$ cat config.mk
export PLATFORM = sky130hd
export DESIGN_NAME = conv_window
export DESIGN_NICKNAME = d
export VERILOG_FILES = /design/src/rtl/conv_window.sv
export SDC_FILE = /design/constraint.sdc
export NUM_CORES = 1
export LEC_CHECK = 0
export CORE_MARGIN = 10
export CORE_UTILIZATION = 38
export DETAILED_ROUTE_END_ITERATION = 8
export SYNTH_ARGS = -nofsm -noshare
export SYNTH_HDL_FRONTEND = slang
export SYNTH_SLANG_ARGS = --single-unit
$ cat constraint.sdc
create_clock -name clk_i -period 12.1 [get_ports clk_i]
set_input_delay 3.63 -clock clk_i [delete_from_list [all_inputs] [get_ports clk_i]]
set_output_delay 3.63 -clock clk_i [all_outputs]
set_load 0.1 [all_outputs]
$ cat src/rtl/conv_window.sv
// Sliding three-column window generator (prev, centre, next) with valid/ready on both sides.
// Define CONV_WINDOW_ZERO_PAD_EN for "same" zero padding; otherwise "valid" windows only.
module conv_window #(
   parameter int BW         = 8,
   parameter int FRAME_LEN  = 50,
   parameter int COLUMN_LEN = 8
) (
   input  logic                     clk_i,
   input  logic                     rst_i,
   input  logic [COLUMN_LEN*BW-1:0] data_i,
   input  logic                     valid_i,
   input  logic                     last_i,
   output logic                     ready_o,
   output logic [COLUMN_LEN*BW-1:0] data0_o,
   output logic [COLUMN_LEN*BW-1:0] data1_o,
   output logic [COLUMN_LEN*BW-1:0] data2_o,
   output logic                     valid_o,
   output logic                     last_o,
   input  logic                     ready_i,
   output logic                     err_o
);

   localparam int DW = COLUMN_LEN * BW;
   localparam int CW = $clog2(FRAME_LEN + 1);
   localparam logic [CW-1:0] CNT_MAX = CW'(FRAME_LEN - 1);

   typedef enum logic [1:0] {EMPTY, ONE, RUN, FLUSH} state_t;

   state_t          state_q, state_d;
   logic [DW-1:0]   prev_q, prev_d;
   logic [DW-1:0]   cur_q, cur_d;
   logic [CW-1:0]   cnt_q, cnt_d;
   logic [DW-1:0]   w0_q, w1_q, w2_q;
   logic [DW-1:0]   w0_d, w1_d, w2_d;
   logic            wlast_q, wlast_d;
   logic            valid_q, valid_d;
   logic            err_q, err_d;
   logic            load;
   logic            short_end;
   logic            slot_free;
   logic            accept;
   logic            xfer;

   assign slot_free = !valid_q || ready_i;
   assign ready_o   = (state_q != FLUSH) && slot_free;
   assign accept    = valid_i && ready_o;
   assign xfer      = valid_q && ready_i;

   always_comb begin
      state_d   = state_q;
      prev_d    = prev_q;
      cur_d     = cur_q;
      load      = 1'b0;
      w0_d      = prev_q;
      w1_d      = cur_q;
      w2_d      = data_i;
      wlast_d   = 1'b0;
      short_end = 1'b0;
      case (state_q)
         EMPTY: begin
            if (accept) begin
               cur_d = data_i;
`ifdef CONV_WINDOW_ZERO_PAD_EN
               prev_d  = '0;
               state_d = last_i ? FLUSH : RUN;
`else
               short_end = last_i;
               state_d   = last_i ? EMPTY : ONE;
`endif
            end
         end
         ONE: begin
`ifdef CONV_WINDOW_ZERO_PAD_EN
            state_d = EMPTY;
`else
            if (accept) begin
               prev_d    = cur_q;
               cur_d     = data_i;
               short_end = last_i;
               state_d   = last_i ? EMPTY : RUN;
            end
`endif
         end
         RUN: begin
            if (accept) begin
               load   = 1'b1;
               prev_d = cur_q;
               cur_d  = data_i;
`ifdef CONV_WINDOW_ZERO_PAD_EN
               state_d = last_i ? FLUSH : RUN;
`else
               wlast_d = last_i;
               state_d = last_i ? EMPTY : RUN;
`endif
            end
         end
         FLUSH: begin
            // Trailing pad window waits for the output slot, not for input.
            if (slot_free) begin
               load    = 1'b1;
               w2_d    = '0;
               wlast_d = 1'b1;
               state_d = EMPTY;
            end
         end
         default: state_d = EMPTY;
      endcase
   end

   always_comb begin
      cnt_d = cnt_q;
      if (accept) begin
         if (last_i)
            cnt_d = '0;
         else if (cnt_q != CNT_MAX)
            cnt_d = cnt_q + CW'(1);
      end
      err_d = err_q
            | (accept &&  last_i && (cnt_q != CNT_MAX))
            | (accept && !last_i && (cnt_q == CNT_MAX))
            | short_end;
      valid_d = load ? 1'b1 : (xfer ? 1'b0 : valid_q);
   end

   always_ff @(posedge clk_i or posedge rst_i) begin
      if (rst_i) begin
         state_q <= EMPTY;
         prev_q  <= '0;
         cur_q   <= '0;
         cnt_q   <= '0;
         w0_q    <= '0;
         w1_q    <= '0;
         w2_q    <= '0;
         wlast_q <= 1'b0;
         valid_q <= 1'b0;
         err_q   <= 1'b0;
      end else begin
         state_q <= state_d;
         prev_q  <= prev_d;
         cur_q   <= cur_d;
         cnt_q   <= cnt_d;
         valid_q <= valid_d;
         err_q   <= err_d;
         if (load) begin
            w0_q    <= w0_d;
            w1_q    <= w1_d;
            w2_q    <= w2_d;
            wlast_q <= wlast_d;
         end
      end
   end

   assign data0_o = w0_q;
   assign data1_o = w1_q;
   assign data2_o = w2_q;
   assign last_o  = wlast_q;
   assign valid_o = valid_q;
   assign err_o   = err_q;

endmodule

-- After elaboration in Yosys (flattened, before gate mapping)
Cells that the tools add are included.
- $add $sub $neg: 1
- eq/ne operators: 9
- mux-type cells: 18
- bitwise operators: 3
- reductions and logical operators: 20
- operators by type and width (kind ; count):
    $mux W64 ; 2
    $mux W6 ; 2
    $mux W2 ; 4
    $logic_and A1 B1 Y1 ; 7
    $mux W1 ; 7
    $add A6 B1 Y6 const B ; 1
    $eq A6 B6 Y1 const B ; 1
    $ne A2 B2 Y1 const B ; 3
    $ne A6 B6 Y1 const B ; 1
    $pmux W2 S3 ; 1
    $reduce_and A2 Y1 ; 3
    $eq A2 B2 Y1 const B ; 2
    $pmux W1 S2 ; 2
    $reduce_bool A2 Y1 ; 2
    $reduce_or A2 Y1 ; 2
    $or A1 B1 Y1 ; 3
    $reduce_and A3 Y1 ; 1
    $reduce_or A3 Y1 ; 1
    $eq A2 B1 Y1 const B ; 1
    $logic_not A1 Y1 ; 2
    $logic_not A2 Y1 ; 1
    $ne A2 B1 Y1 const B ; 1
    $logic_or A1 B1 Y1 ; 1
- bits in registers: 331
- bits of input ports: 69
- output and inout port bits: 196
- word-level logic and storage cells: 61

-- Logic depth before layout (Yosys ltp)
Gate-level depths: netlist (run 1).
- word-level depth: 9
- depth in mapped cells: 7
- depth with buffers taken out: 5

-- Worst setup path before layout (run 1)
No wires, ideal clock.
- path kind: input to output
- start point: input port ready_i
- end point: output port ready_o
- data arrival time: 5.121 ns
- data required time: 8.470 ns
- path slack: 3.349 ns
- cell stages on the path: 2
- buffers on the path: 0
- cell sequence: and2b_4 nor2_1
- cells in the longest elaborated chain, start to end: 2
- ends and longest elaborated chain (element ; RTL line ; text):
    start: declaration ; 19 ; input logic ready_i,
    $logic_or A1 B1 Y1 ; 44 ; assign slot_free = !valid_q || ready_i;
    $logic_and A1 B1 Y1 ; 45 ; assign ready_o = (state_q != FLUSH) && slot_free;
    end: declaration ; 13 ; output logic ready_o,
No other way between the ends.

-- Worst setup path after layout (run 1)
Ends and elaborated chain as after synthesis.

==> reports/results.ini, run 1 <==
[detailed_routing]
initialDrtViolationCount = 352
wirelength_um = 32500
vias = 8398
via_per_inst = 4.80
avgRoutedWirePerCell_um = 18.6
drc = 0
antenna_left = 0
first_pass_iters = 5

[die]
core_area_um2 = 32700
start_util_pct = 38.8
row_count = 66
pin_count = 265
dieArea_um2 = 41100
die_w_um = 203
die_h_um = 203

[layout]
fill_cells = 2940
syn2layout_area_growth_pct = 34.2
final_core_utilization_pct = 52.1
final_cell_area_um2 = 17000
nets = 1353
drive_above_1_share_pct = 19.3
antenna_cells = 0
layout_common_cells = 331 x dfrtp_1, 324 x nand2_1, 264 x clkdlybuf4s50_1, 170 x mux2_2, 66 x a21oi_1
final_common_cell = dfrtp_1

[clocking]
hold_buffers = 0
cts_buffers = 38
cts_resized = 0
clockRootBuffer = clkbuf_16
cts_tree = yes
clk_pin_slew_ns = 0.06
cts.sinks = 331
clock_latency_ns = 0.52
clockBufferDepth = 3
post_cts_buffers = 0
htree_num_levels = 2

[place]
gp_congestion = 0.702
hpwl_um = 20200
place_area_um2 = 15700
portBuffers = 264

[timing]
setup-tns-final_ns = 0
max_freq_ghz = 0.108
hold_ws_ns = 0.486
hold_violations = 0
worstMarginPinSlew_ns = 1.08
finalSetupViolations = 0
maxSlewViolCount = 0
min_period_ns = 9.26
min_period_over_period_pct = 76.6
finClkSkew_ns = 0.0107
rsz0062_at_grt = false
max_slew_margin_pct = 28.0

[worst_setup_path]
worstPathRequired_ns = 8.47
startpoint_type = input port
cp_data_arrival_time_ns = 5.63
setup.worst_path.start = ready_i
endpoint_kind = output pin
cp_max_fo = 5
crit_type = in2out
r2r_start = state_q[0]

[synthesis]
syn_area_per_cell_um2 = 12.4
synth_warnings = 0
ys_ff_latch = 331
yosysUniqueCellTypes = 35
syn_nets = 1098
synthCells = 1023
yosysSeqAreaShare_pct = 65.3
syn_area_um2 = 12700

[worst_hold_path]
hp-start = prev_q[7]
hold_class = reg2reg

[global_routing]
grt_pass1_wl_um = 51400
grt_use_total_pct = 15.5
antenna_found_initial = 1
grt_pass1_vias = 8787
grt_max_degree = 168
grt_remaining_overflow = 0

[outcome]
status = finished clean

[job]
drv_cap = 0

[final cells by class]
class | count | area, um^2 | share of cell area (%)
Timing Repair Buffer | 271 | 2720 | 16.0
Multi-Input combinational cell | 631 | 4110 | 24.2
Sequential cell | 331 | 8280 | 48.7
Tap cell | 442 | 553 | 3.25
Inverter | 5 | 22.5 | 0.132
Clock inverter | 8 | 68.8 | 0.404
Clock buffer | 61 | 1260 | 7.41
[registers in the layout, indices dropped and copies added (netlist names)]
| register | flops |
|---|---|
| cnt_q | 6 |
| cur_q | 64 |
| data0_o | 64 |
| data1_o | 64 |
| data2_o | 64 |
| err_o | 1 |
| last_o | 1 |
| prev_q | 64 |
| state_q | 2 |
| valid_o | 1 |
[synth_stat cells (all sizes together)]
master | n | area [um^2]
a32o | 1 | 10.0
a221o | 1 | 10.0
a211oi | 2 | 15.0
a22o | 2 | 17.5
nor4 | 2 | 12.5
nand3b | 1 | 7.51
nand2b | 2 | 20.0
and3 | 2 | 12.5
and2b | 2 | 17.5
nor2 | 8 | 46.3
buf | 41 | 241
clkbuf | 15 | 56.3
and2 | 1 | 6.26
nand2 | 326 | 1230
a21oi | 66 | 330
mux2 | 193 | 2170
inv | 5 | 18.8
nand3 | 4 | 20.0
nor3b | 2 | 15.0
ha | 6 | 75.1
o21ai | 4 | 20.0
nand4 | 1 | 6.26
a21o | 1 | 7.51
o31ai | 1 | 7.51
nor2b | 2 | 12.5
a311o | 1 | 10.0
dfrtp | 331 | 8280
[stage by stage]
step	cells	setup WS [ns]
3_3_place_gp	1680	2.84
3_5_place_dp	1680	2.84
6_report	1749	2.84
2_1_floorplan	1023	3.35
5_1_grt	1749	2.74
4_1_cts	1749	2.82
[worst max-delay path, stage by stage]
cell,delay [ns]
clkdlybuf4s50_1,0.46
and2b_4,0.23
nor2_1,0.15
clkdlybuf4s50_1,1.16
[worst paths after layout]
path / endpoint / slack, ns / cells after the start
max in group asynchronous: data1_o[41] / 6.88 / 4
worst min register to register: prev_q[7] / 0.49 / 1
worst max register to register: data2_o[46] / 9.59 / 6
min in group asynchronous: data0_o[7] / 3.66 / 3
worst max-delay path: ready_o / 2.84 / 4
worst min-delay path: prev_q[7] / 0.49 / 1
[cell families (layout without fill, tap and decap cells)]
group           count (synthesis)  in the layout  share of synthesized area, %
compound gates                 79             79                          3.37
simple gates                  353            353                          11.1
buf+inv                        61            345                          2.50
flops                         331            331                          65.3
fa+ha+maj                       6              6                         0.592
mux                           193            193                          17.1
[layer usage]
layer	share of wire, %	global-route usage [%]	vias to the layer above	wire, um
li1	-	-	3904	-
met2	45	24.4	235	14700
met1	44	19.9	4217	14400
met4	1.4	3.41	2	439
met5	0.022	0	-	7
met3	9.2	5.87	40	2980
Power of run 1 is not shown: default switching activity piles up to over one toggle a cycle in this logic, so the estimate is an artifact.
==> inputs of run 2 (changes only) <==
==> constraint.sdc (replaced) <==
create_clock -name clk_i -period 7.63 [get_ports clk_i]
set_input_delay 2.289 -clock clk_i [delete_from_list [all_inputs] [get_ports clk_i]]
set_output_delay 2.289 -clock clk_i [all_outputs]
set_load 0.1 [all_outputs]
==> run 2 against run 1 <==
Against the previous run:
- final cell count shrank 0.29%
- first-iteration DRC count grew 25%
- flip-flop and latch count is the same
- design area shrank 0.76%
- routed wire length shrank 1.7%
- register-to-register slack lost 4.4 ns
- clock skew shrank 0.0024 ns
- global-route usage shrank 0.22 points
- via count shrank 0.17%
- utilization shrank 0.40 points
- count of clock-buffer cells in the layout shrank 4
- worst setup slack lost 0.99 ns
- critical path type unchanged
- critical endpoint unchanged
- largest cell class unchanged
- highest routed layer unchanged
==> reports/results.ini, run 2 (synthesized netlist as in run 1, its figures left out) <==
[outcome]
status = finished clean

[die]
die_h_um = 203  ; unchanged
row_count = 66  ; unchanged
dieArea_um2 = 41100  ; unchanged
start_util_pct = 38.8  ; unchanged
die_w_um = 203  ; unchanged
core_area_um2 = 32700  ; unchanged
pin_count = 265  ; unchanged

[clocking]
clockBufferDepth = 3  ; unchanged
clockRootBuffer = clkbuf_16
cts_resized = 0  ; unchanged
hold_buffers = 0  ; unchanged
clk_pin_slew_ns = 0.05  ; about the same
cts_tree = yes
cts_buffers = 37  ; -2.6%
cts.sinks = 331  ; unchanged
clock_latency_ns = 0.51  ; about the same
htree_num_levels = 2  ; unchanged
post_cts_buffers = 0  ; unchanged

[worst_setup_path]
r2r_cells = 6  ; unchanged
worstPathRequired_ns = 5.34  ; -3.13 ns
r2r_start = state_q[0]
crit_family = buffers and inverters
startpoint_type = input port
cpPeakStageDelay_ns = 0.48  ; -0.68 ns
cp_data_arrival_time_ns = 3.49  ; -2.14 ns
crit_slowest_cell = clkdlybuf4s50_1
crit_type = in2out
critical_path.cell_chain = clkdlybuf4s50_1 -> and2b_4 -> nor2_1 -> buf_4
cp.depth = 4  ; unchanged
reg2reg_slack_ns = 5.20  ; -4.39 ns
cp_max_fo = 5  ; unchanged
path_buf_inv = 2  ; unchanged
endpoint_kind = output pin
setup.worst_path.start = ready_i
r2r_end = cnt_q[0]
cp-endpoint = ready_o

[detailed_routing]
wirelength_um = 31900  ; -1.7%
avgRoutedWirePerCell_um = 18.3  ; -1.4%
antenna_left = 0  ; unchanged
first_pass_iters = 6  ; +1
initialDrtViolationCount = 441  ; +25%
vias = 8384  ; -0.17%
drc = 0  ; unchanged
via_per_inst = 4.81  ; +0.12%

[global_routing]
antenna_found_initial = 1  ; unchanged
grt_use_total_pct = 15.3  ; -0.22 points
grt_max_degree = 182  ; +8.3%
grt_pass1_wl_um = 50900  ; -1.0%
grt_remaining_overflow = 0  ; unchanged
grt_pass1_vias = 8765  ; -0.25%

[worst_hold_path]
hold_class = reg2reg

[job]
drv_cap = 0  ; unchanged

[place]
hpwl_um = 20200  ; -0.19%
gp_congestion = 0.716  ; +2.0%
dpl_worst_slack_ns = 1.86  ; -0.976 ns
portBuffers = 264  ; unchanged

[layout]
drive_above_1_share_pct = 18.5  ; -0.77 points
final_common_cell = dfrtp_1
syn2layout_area_growth_pct = 33.2
antenna_cells = 0  ; unchanged
nets = 1352  ; -0.074%
layout_common_cells = 331 x dfrtp_1, 324 x nand2_1, 263 x clkdlybuf4s50_1, 170 x mux2_2, 66 x a21oi_1

[timing]
finClkSkew_ns = 0.00830  ; -0.00239 ns
rsz0062_at_grt = false
setup-tns-final_ns = 0  ; unchanged
max_slew_margin_pct = 27.1  ; -0.87 points
max_freq_ghz = 0.173
min_period_over_period_pct = 75.8
hold_violations = 0  ; unchanged
maxSlewViolCount = 0  ; unchanged
worstMarginPinSlew_ns = 1.09  ; +0.0130 ns
postLayoutSetupSlackWorst_ns = 1.85  ; -0.986 ns
min_period_ns = 5.78
finalSetupViolations = 0  ; unchanged

## run 2: cell types whose count changed in the layout (fill, tap and decap cells not counted), sizes merged
cell / previous run / this run
buf: 7 / 8
bufinv: 1 / 2
clkbuf: 61 / 57
clkdlybuf4s50: 264 / 263
clkinv: 6 / 4
## run 2: layout make-up
class	count	area (um^2)
Clock buffer	57	1110
Clock inverter	7	88.8
Fill cell	2962	15800
Inverter	5	22.5
Multi-Input combinational cell	631	4110
Sequential cell	331	8280
Tap cell	442	553
Timing Repair Buffer	271	2720
## run 2: layer usage
metal	wire, um	global-route usage, %	up-vias
li1	-	-	3904
met1	14100	20.0	4212
met2	14500	23.6	222
met3	2910	6.03	44
met4	444	2.96	2
met5	17	0	-
## run 2: per-stage QoR
stage	util [%]	instance area, um^2	std cells	hold slack [ns]
6_report	51.7	16900	1744	0.477
5_1_grt	51.7	16900	1744	0.500
4_1_cts	51.7	16900	1744	0.487
3_5_place_dp	48.0	15700	1680	0.474
3_3_place_gp	48.0	15700	1680	0.468
2_1_floorplan	-	12700	1023	0.455
## run 2: worst reg2reg max path, cell delays in order, from the launching register on
cell and delay (ns):
dfrtp_1 0.41, ha_1 0.29, nand2b_4 0.20, nor2_8 0.10, buf_4 0.73, o21ai_0 0.28
mux2_2 0.33
## run 2: how the worst min path moves through the flow
stage	start	endpoint	slack (ns)	cells past startpoint
CTS	err_o	err_o	0.49	1
global placement	prev_q[49]	prev_q[49]	0.47	1
finish	err_o	err_o	0.48	1
floorplan	cur_q[0]	cur_q[0]	0.45	2
detailed placement	err_o	err_o	0.47	1
global route	prev_q[12]	prev_q[12]	0.50	1
Power of run 2 is left out for the same reason.
